--- src/rtl/lfsr_pkg.sv ---
// Shared constants, types and the maximal-length tap table for the lfsr_gen family.
// Tap masks put bit i into the feedback XOR when set.
package lfsr_pkg;

  localparam int unsigned MIN_WIDTH = 4;
  localparam int unsigned MAX_WIDTH = 32;

  // Per-cycle update chosen by the top-level next-state logic.
  typedef enum logic [1:0] {
    ActIdle,
    ActLoad,
    ActStep
  } lfsr_act_e;

  // Primitive polynomials, one per width, expressed as Fibonacci tap masks.
  function automatic logic [MAX_WIDTH-1:0] max_taps(input int unsigned width);
    logic [MAX_WIDTH-1:0] taps;
    unique case (width)
      4:       taps = 32'h0000_000C;
      5:       taps = 32'h0000_0014;
      6:       taps = 32'h0000_0030;
      7:       taps = 32'h0000_0060;
      8:       taps = 32'h0000_00B8;
      9:       taps = 32'h0000_0110;
      10:      taps = 32'h0000_0240;
      11:      taps = 32'h0000_0500;
      12:      taps = 32'h0000_0829;
      13:      taps = 32'h0000_100D;
      14:      taps = 32'h0000_2015;
      15:      taps = 32'h0000_6000;
      16:      taps = 32'h0000_B400;
      17:      taps = 32'h0001_2000;
      18:      taps = 32'h0002_0400;
      19:      taps = 32'h0004_0023;
      20:      taps = 32'h0009_0000;
      21:      taps = 32'h0014_0000;
      22:      taps = 32'h0030_0000;
      23:      taps = 32'h0042_0000;
      24:      taps = 32'h00E1_0000;
      25:      taps = 32'h0120_0000;
      26:      taps = 32'h0200_0023;
      27:      taps = 32'h0400_0013;
      28:      taps = 32'h0900_0000;
      29:      taps = 32'h1400_0000;
      30:      taps = 32'h2000_0029;
      31:      taps = 32'h4800_0000;
      32:      taps = 32'h8020_0003;
      default: taps = '0;
    endcase
    return taps;
  endfunction

endpackage

--- src/rtl/lfsr_advance.sv ---
// Combinational STEPS-fold Fibonacci shift-left LFSR advance.
// Each shift moves the state left and inserts the XOR of the tapped bits at bit 0.
module lfsr_advance #(
  parameter int unsigned      WIDTH = 16,
  parameter logic [WIDTH-1:0] TAPS  = '1,
  parameter int unsigned      STEPS = 1
) (
  input  logic [WIDTH-1:0] state_i,
  output logic [WIDTH-1:0] state_o
);

  logic [WIDTH-1:0] s;

  always_comb begin
    s = state_i;
    for (int unsigned i = 0; i < STEPS; i++) begin
      s = {s[WIDTH-2:0], ^(s & TAPS)};
    end
    state_o = s;
  end

endmodule

--- src/rtl/lfsr_gen.sv ---
// Self-contained parametrised LFSR with seed loading, zero-seed fix-up and
// hardware period measurement against the most recently loaded seed.
module lfsr_gen
  import lfsr_pkg::*;
#(
  parameter int unsigned      WIDTH    = 16,
  parameter logic [WIDTH-1:0] TAPS     = WIDTH'(max_taps(WIDTH)),
  parameter int unsigned      STEPS    = 1,
  parameter logic [WIDTH-1:0] RST_SEED = WIDTH'(1)
) (
  input  logic             clk,
  input  logic             reset,
  input  logic             load_i,
  input  logic [WIDTH-1:0] seed_i,
  input  logic             en_i,
  output logic [WIDTH-1:0] state_o,
  output logic             wrap_o,
  output logic [WIDTH-1:0] period_o,
  output logic             period_valid_o,
  output logic             zero_fix_o
);

  if (WIDTH < MIN_WIDTH || WIDTH > MAX_WIDTH) begin : g_bad_width
    $error("lfsr_gen: WIDTH %0d outside %0d..%0d", WIDTH, MIN_WIDTH, MAX_WIDTH);
  end
  if (STEPS < 1 || STEPS > WIDTH) begin : g_bad_steps
    $error("lfsr_gen: STEPS %0d outside 1..%0d", STEPS, WIDTH);
  end
  if (RST_SEED == '0) begin : g_bad_seed
    $error("lfsr_gen: RST_SEED must be non-zero");
  end
  if (TAPS == '0) begin : g_bad_taps
    $error("lfsr_gen: TAPS must be non-zero");
  end

  logic [WIDTH-1:0] state_q, state_d;
  logic [WIDTH-1:0] ref_q, ref_d;
  logic [WIDTH-1:0] cnt_q, cnt_d;
  logic [WIDTH-1:0] period_q, period_d;
  logic             valid_q, valid_d;
  logic             wrap_q, wrap_d;
  logic             zfix_q, zfix_d;

  logic [WIDTH-1:0] adv_state;
  logic [WIDTH-1:0] cnt_inc;
  logic [WIDTH-1:0] seed_fixed;
  logic             seed_zero;
  lfsr_act_e        action;

  lfsr_advance #(
    .WIDTH (WIDTH),
    .TAPS  (TAPS),
    .STEPS (STEPS)
  ) u_advance (
    .state_i (state_q),
    .state_o (adv_state)
  );

  // Load outranks enable; reset is handled in the register process.
  always_comb begin
    action = ActIdle;
    if (load_i) begin
      action = ActLoad;
    end else if (en_i) begin
      action = ActStep;
    end
  end

  always_comb begin
    seed_zero  = (seed_i == '0);
    seed_fixed = seed_zero ? WIDTH'(1) : seed_i;
    cnt_inc    = (&cnt_q) ? cnt_q : cnt_q + WIDTH'(1);
  end

  always_comb begin
    state_d  = state_q;
    ref_d    = ref_q;
    cnt_d    = cnt_q;
    period_d = period_q;
    valid_d  = valid_q;
    wrap_d   = 1'b0;
    zfix_d   = 1'b0;
    unique case (action)
      ActLoad: begin
        state_d  = seed_fixed;
        ref_d    = seed_fixed;
        cnt_d    = '0;
        period_d = '0;
        valid_d  = 1'b0;
        zfix_d   = seed_zero;
      end
      ActStep: begin
        state_d = adv_state;
        if (adv_state == ref_q) begin
          // Interval includes the enable that brought the state home.
          wrap_d   = 1'b1;
          period_d = cnt_inc;
          valid_d  = 1'b1;
          cnt_d    = '0;
        end else begin
          cnt_d = cnt_inc;
        end
      end
      default: ;
    endcase
  end

  always_ff @(posedge clk) begin
    if (reset) begin
      state_q  <= RST_SEED;
      ref_q    <= RST_SEED;
      cnt_q    <= '0;
      period_q <= '0;
      valid_q  <= 1'b0;
      wrap_q   <= 1'b0;
      zfix_q   <= 1'b0;
    end else begin
      state_q  <= state_d;
      ref_q    <= ref_d;
      cnt_q    <= cnt_d;
      period_q <= period_d;
      valid_q  <= valid_d;
      wrap_q   <= wrap_d;
      zfix_q   <= zfix_d;
    end
  end

  assign state_o        = state_q;
  assign wrap_o         = wrap_q;
  assign period_o       = period_q;
  assign period_valid_o = valid_q;
  assign zero_fix_o     = zfix_q;

endmodule

--- config.mk ---
export PLATFORM = sky130hd
export DESIGN_NAME = lfsr_gen
export DESIGN_NICKNAME = d
export VERILOG_FILES = /design/src/rtl/lfsr_pkg.sv /design/src/rtl/lfsr_advance.sv /design/src/rtl/lfsr_gen.sv
export SDC_FILE = /design/constraint.sdc
export NUM_CORES = 1
export LEC_CHECK = 0
export CORE_MARGIN = 5
export CORE_UTILIZATION = 45
export CTS_BUF_LIST = sky130_fd_sc_hd__clkbuf_16
export DETAILED_ROUTE_END_ITERATION = 12
export GPL_ROUTABILITY_DRIVEN = 0
export PLACE_DENSITY = 0.78
export SETUP_SLACK_MARGIN = 0.4
export SYNTH_ARGS = -nofsm -noshare
export SYNTH_HDL_FRONTEND = slang
export SYNTH_HIERARCHICAL = 1
export SYNTH_SLANG_ARGS = --single-unit
--- constraint.sdc ---
create_clock -name clk -period 4.3 [get_ports clk]
set_input_delay 0.43 -clock clk [delete_from_list [all_inputs] [get_ports clk]]
set_output_delay 0.43 -clock clk [all_outputs]
set_load 0.03 [all_outputs]
==> summary.md <==
| Metric | Value |
|---|---|
| Result of the run | `completed` |
| Top cells by count, synth | `dfxtp_1 (67), nor2_1 (58), a21oi_1 (46)` |
| CP required | `4.48 ns` |
| Cell Rows | `31` |
| Initial DRC count | `approximately 180` |
| Critical Path Stages | `7` |
| Leakage power | `roughly 1.5 nW` |
| Clock Path Buffers | `2` |
| First-pass GRT wire length | `~14000 um` |
| Pre-CTS setup slack | `between 1.5 and 2 ns` |
| Vias | `between 3000 and 4000` |
| IO Pins | `55` |
| Unrepaired setup endpoints after global routing | `false` |
| CTS tree | `done` |
| Post-route worst setup slack | `roughly 1.5 ns` |
| Count leader, synth | `dfxtp_1` |
| Routed WL per cell | `roughly 16 um` |
| Critical Path Start Type | `flop` |
| Sw power | `roughly 0.38 mW` |
| # hold bufs at CTS | `0` |
| Gate count after technology mapping | `407` |
| Worst-path fanout max | `27` |
| Routed WL | `around 8500 um` |
| Layout area overhead | `23.1%` |
| Layout fillers | `~660` |
| Die W | `between 90 and 100 um` |
| Layout cells sized above 1 | `0.0662` |
| Sum Neg Setup Slack | `0 ns` |
| DP HPWL | `~5700 um` |
| Mapped Nets | `428` |
| Critical Path, Cell by Cell | `xor2_1 > xnor2_1 > xnor2_1 > nand4_1 > or4_1 > nor4_1 > nor3_1` |
| CP endpoint kind | `flop` |
| Switching share of power | `0.232` |
| Grt ovf | `0` |
| Seq/Total Area, Yosys | `0.395` |
| Worst path max stage delay | `0.94 ns` |
| Hold Worst Slack | `around 0.47 ns` |
| Combinational share of power | `0.102` |
| CTS Buf Count | `9` |
| Core footprint | `between 7000 and 8000 um2` |
| Slew at the pin closest to its max-slew limit | `approximately 0.83 ns` |
| CP Launch Point | `state_o[10]$_SDFFE_PP0P_` |
| Clock Power Share | `0.498` |
| Critical Path AT | `2.97 ns` |
| Initial antenna violation count | `0` |
| Routed Antenna Nets | `0` |
| Async set-reset flop share out of synthesis | `0` |
| Worst R2R Setup Slack | `roughly 1.5 ns` |
| Internal Pwr Total | `between 1 and 1.5 mW` |
| Bufs and invs on worst path | `0` |
| Area leader, netlist | `dfxtp_1` |
| Die Span Y | `between 90 and 100 um` |
| Pwr/cell area | `396 nW/um2` |
| Initial core utilization | `0.466` |
| Highest clock rate | `between 300 and 400 MHz` |
| Top FF cell, synth | `dfxtp_1` |
| Drt drc | `0` |
| Number of synthesized flops with an enable pin | `0` |
| Final setup viols | `0` |
| GRT Overall Usage | `0.184` |
| Most frequent CP cell | `xnor2_1` |
| Clock-pin slew on the worst setup and hold paths | `around 0.06 ns` |
| Critical Path End | `period_o[8]$_SDFFE_PP0P_` |
| Sequential group share of total power | `0.399` |
| Final slew viol count | `0` |
| Area of the mapped netlist | `3400 um2` |
| Pin count of the biggest net entering global routing | `between 50 and 60` |
| Worst hold path class | `reg -> reg` |
| Worst vdd ir | `between 200 and 250 uV` |
| Final #Nets | `around 450` |
| Hold Fails Final Rpt | `0` |
| CP Class | `reg -> reg` |
| Slowest cell on the critical path | `or4_1` |
| Distinct cell type count after synthesis | `between 40 and 50` |
| Layout Skew | `roughly 0.0063 ns` |
| Drt pass-1 iters | `4` |
| Reg-to-Reg Start | `state_o[10]$_SDFFE_PP0P_` |
| DR vias/cell | `around 5.7` |
| Post-CTS Resized | `0` |
| Power, Total | `approximately 1.7 mW` |
| Post-route minimum period | `2.79 ns` |
| Final worst path period share | `0.648` |
| CTS Sinks | `67` |
| R2R depth | `7` |
| Post-route core utilization | `0.574` |
| Slew margin rel. | `0.444` |
| Synthesized flop and latch total | `67` |
| Htree depth | `3` |
| Synth warn | `6` |
| Setup Buffers After CTS | `0` |
| Ant. Diodes | `0` |
| Max-cap violations | `0` |
| Clock latency at the later pin of the worst-skew pair | `~0.33 ns` |
| Number of global-route vias before repair | `2974` |
| Synth top area cells | `dfxtp_1 (39%), mux2i_1 (10%), a21oi_1 (6.8%), nor2_1 (6.4%), xnor2_1 (5.2%)` |
| Delay-heaviest family, CP | `simple AND/OR/NAND/NOR gates` |
| PortBufs | `54` |
| Top-area cell type share of the netlist area | `0.395` |
| CTS Root Cell | `clkbuf_16` |
| Syn avg cell area | `approximately 8.4 um2` |
| Die area | `approximately 9400 um2` |
| Worst r2r dst | `period_o[8]$_SDFFE_PP0P_` |
cell usage in the layout, fill, tap and decap left out, types with 8 or more instances in the layout:
cell type,count
xnor2_1,20
nand4_1,14
o21ai_0,15
dfxtp_1,67
clkdlybuf4s50_1,52
clkbuf_16,9
a21oi_1,46
nor2_1,58
nand2_1,25
mux2i_1,34
o2111ai_1,8
nand3_1,9
state kept, by name (all words and copies together) (netlist names):
name,flops
cnt_q,16
period_o,16
ref_q,16
state_o,16
period_valid_o,1
wrap_o,1
zero_fix_o,1
cell families (layout without fill, tap and decap cells):
| logic type | count (synthesis) | count (layout) | share of synthesized area |
|---|---|---|---|
| compound gates | 95 | 95 | 0.171 |
| xor+xnor | 22 | 22 | 0.0567 |
| fa+ha+maj | 1 | 1 | 0.00368 |
| buf+inv | 48 | 79 | 0.0755 |
| flops | 67 | 67 | 0.395 |
| mux | 35 | 35 | 0.103 |
| simple gates | 139 | 139 | 0.195 |
tightest hold or removal path, cell delays in order, from the launching register on:
cell,delay [ns]
dfxtp_1,0.31
nand2_1,0.06
mux2i_1,0.06
power by group through the flow:
stage / logic [mW] / registers [mW] / clock network, mW
after floorplan: 0.104 / 0.684 / 0
after global placement: 0.163 / 0.673 / 0
after detailed placement: 0.166 / 0.673 / 0
after CTS: 0.169 / 0.661 / 0.834
after global routing: 0.183 / 0.663 / 0.867
final: 0.170 / 0.661 / 0.825
worst min-delay path by stage:
stage,startpoint,end,slack (ns),cells past startpoint
after detailed placement,period_o[11]$_SDFFE_PP0P_,period_o[11]$_SDFFE_PP0P_,0.47,2
after global placement,period_valid_o$_SDFFE_PP0P_,period_valid_o$_SDFFE_PP0P_,0.45,2
after floorplan,ref_q[0]$_SDFFE_PP1P_,ref_q[0]$_SDFFE_PP1P_,0.46,2
after CTS,period_o[15]$_SDFFE_PP0P_,period_o[15]$_SDFFE_PP0P_,0.48,2
final,period_o[11]$_SDFFE_PP0P_,period_o[11]$_SDFFE_PP0P_,0.47,2
after global routing,period_o[2]$_SDFFE_PP0P_,period_o[2]$_SDFFE_PP0P_,0.50,2
per-stage QoR:
stage                     instance area [um2]  instances
final                                    4180        537
after detailed placement                 3850        521
after global routing                     4180        537
after global placement                   3850        521
after CTS                                4180        537
after floorplan                          3400        407
per-layer routing:
layer	wire (um)	share of wire	GRT usage
met5	0	0	0
met3	538	0.063	0.0547
met2	4110	0.48	0.296
met4	223	0.026	0.0842
met1	3660	0.43	0.226
area by class of cell:
| type | instances | area, um2 | area share |
|---|---|---|---|
| clock buffer | 9 | 225 | 0.0538 |
| sequential | 67 | 1340 | 0.321 |
| clock inverter | 7 | 106 | 0.0254 |
| tap | 99 | 124 | 0.0296 |
| timing repair buffer | 58 | 561 | 0.134 |
| multi-input combinational | 292 | 1810 | 0.432 |
| inverter | 5 | 18.8 | 0.00449 |
Power figures use the tool's default switching activity.
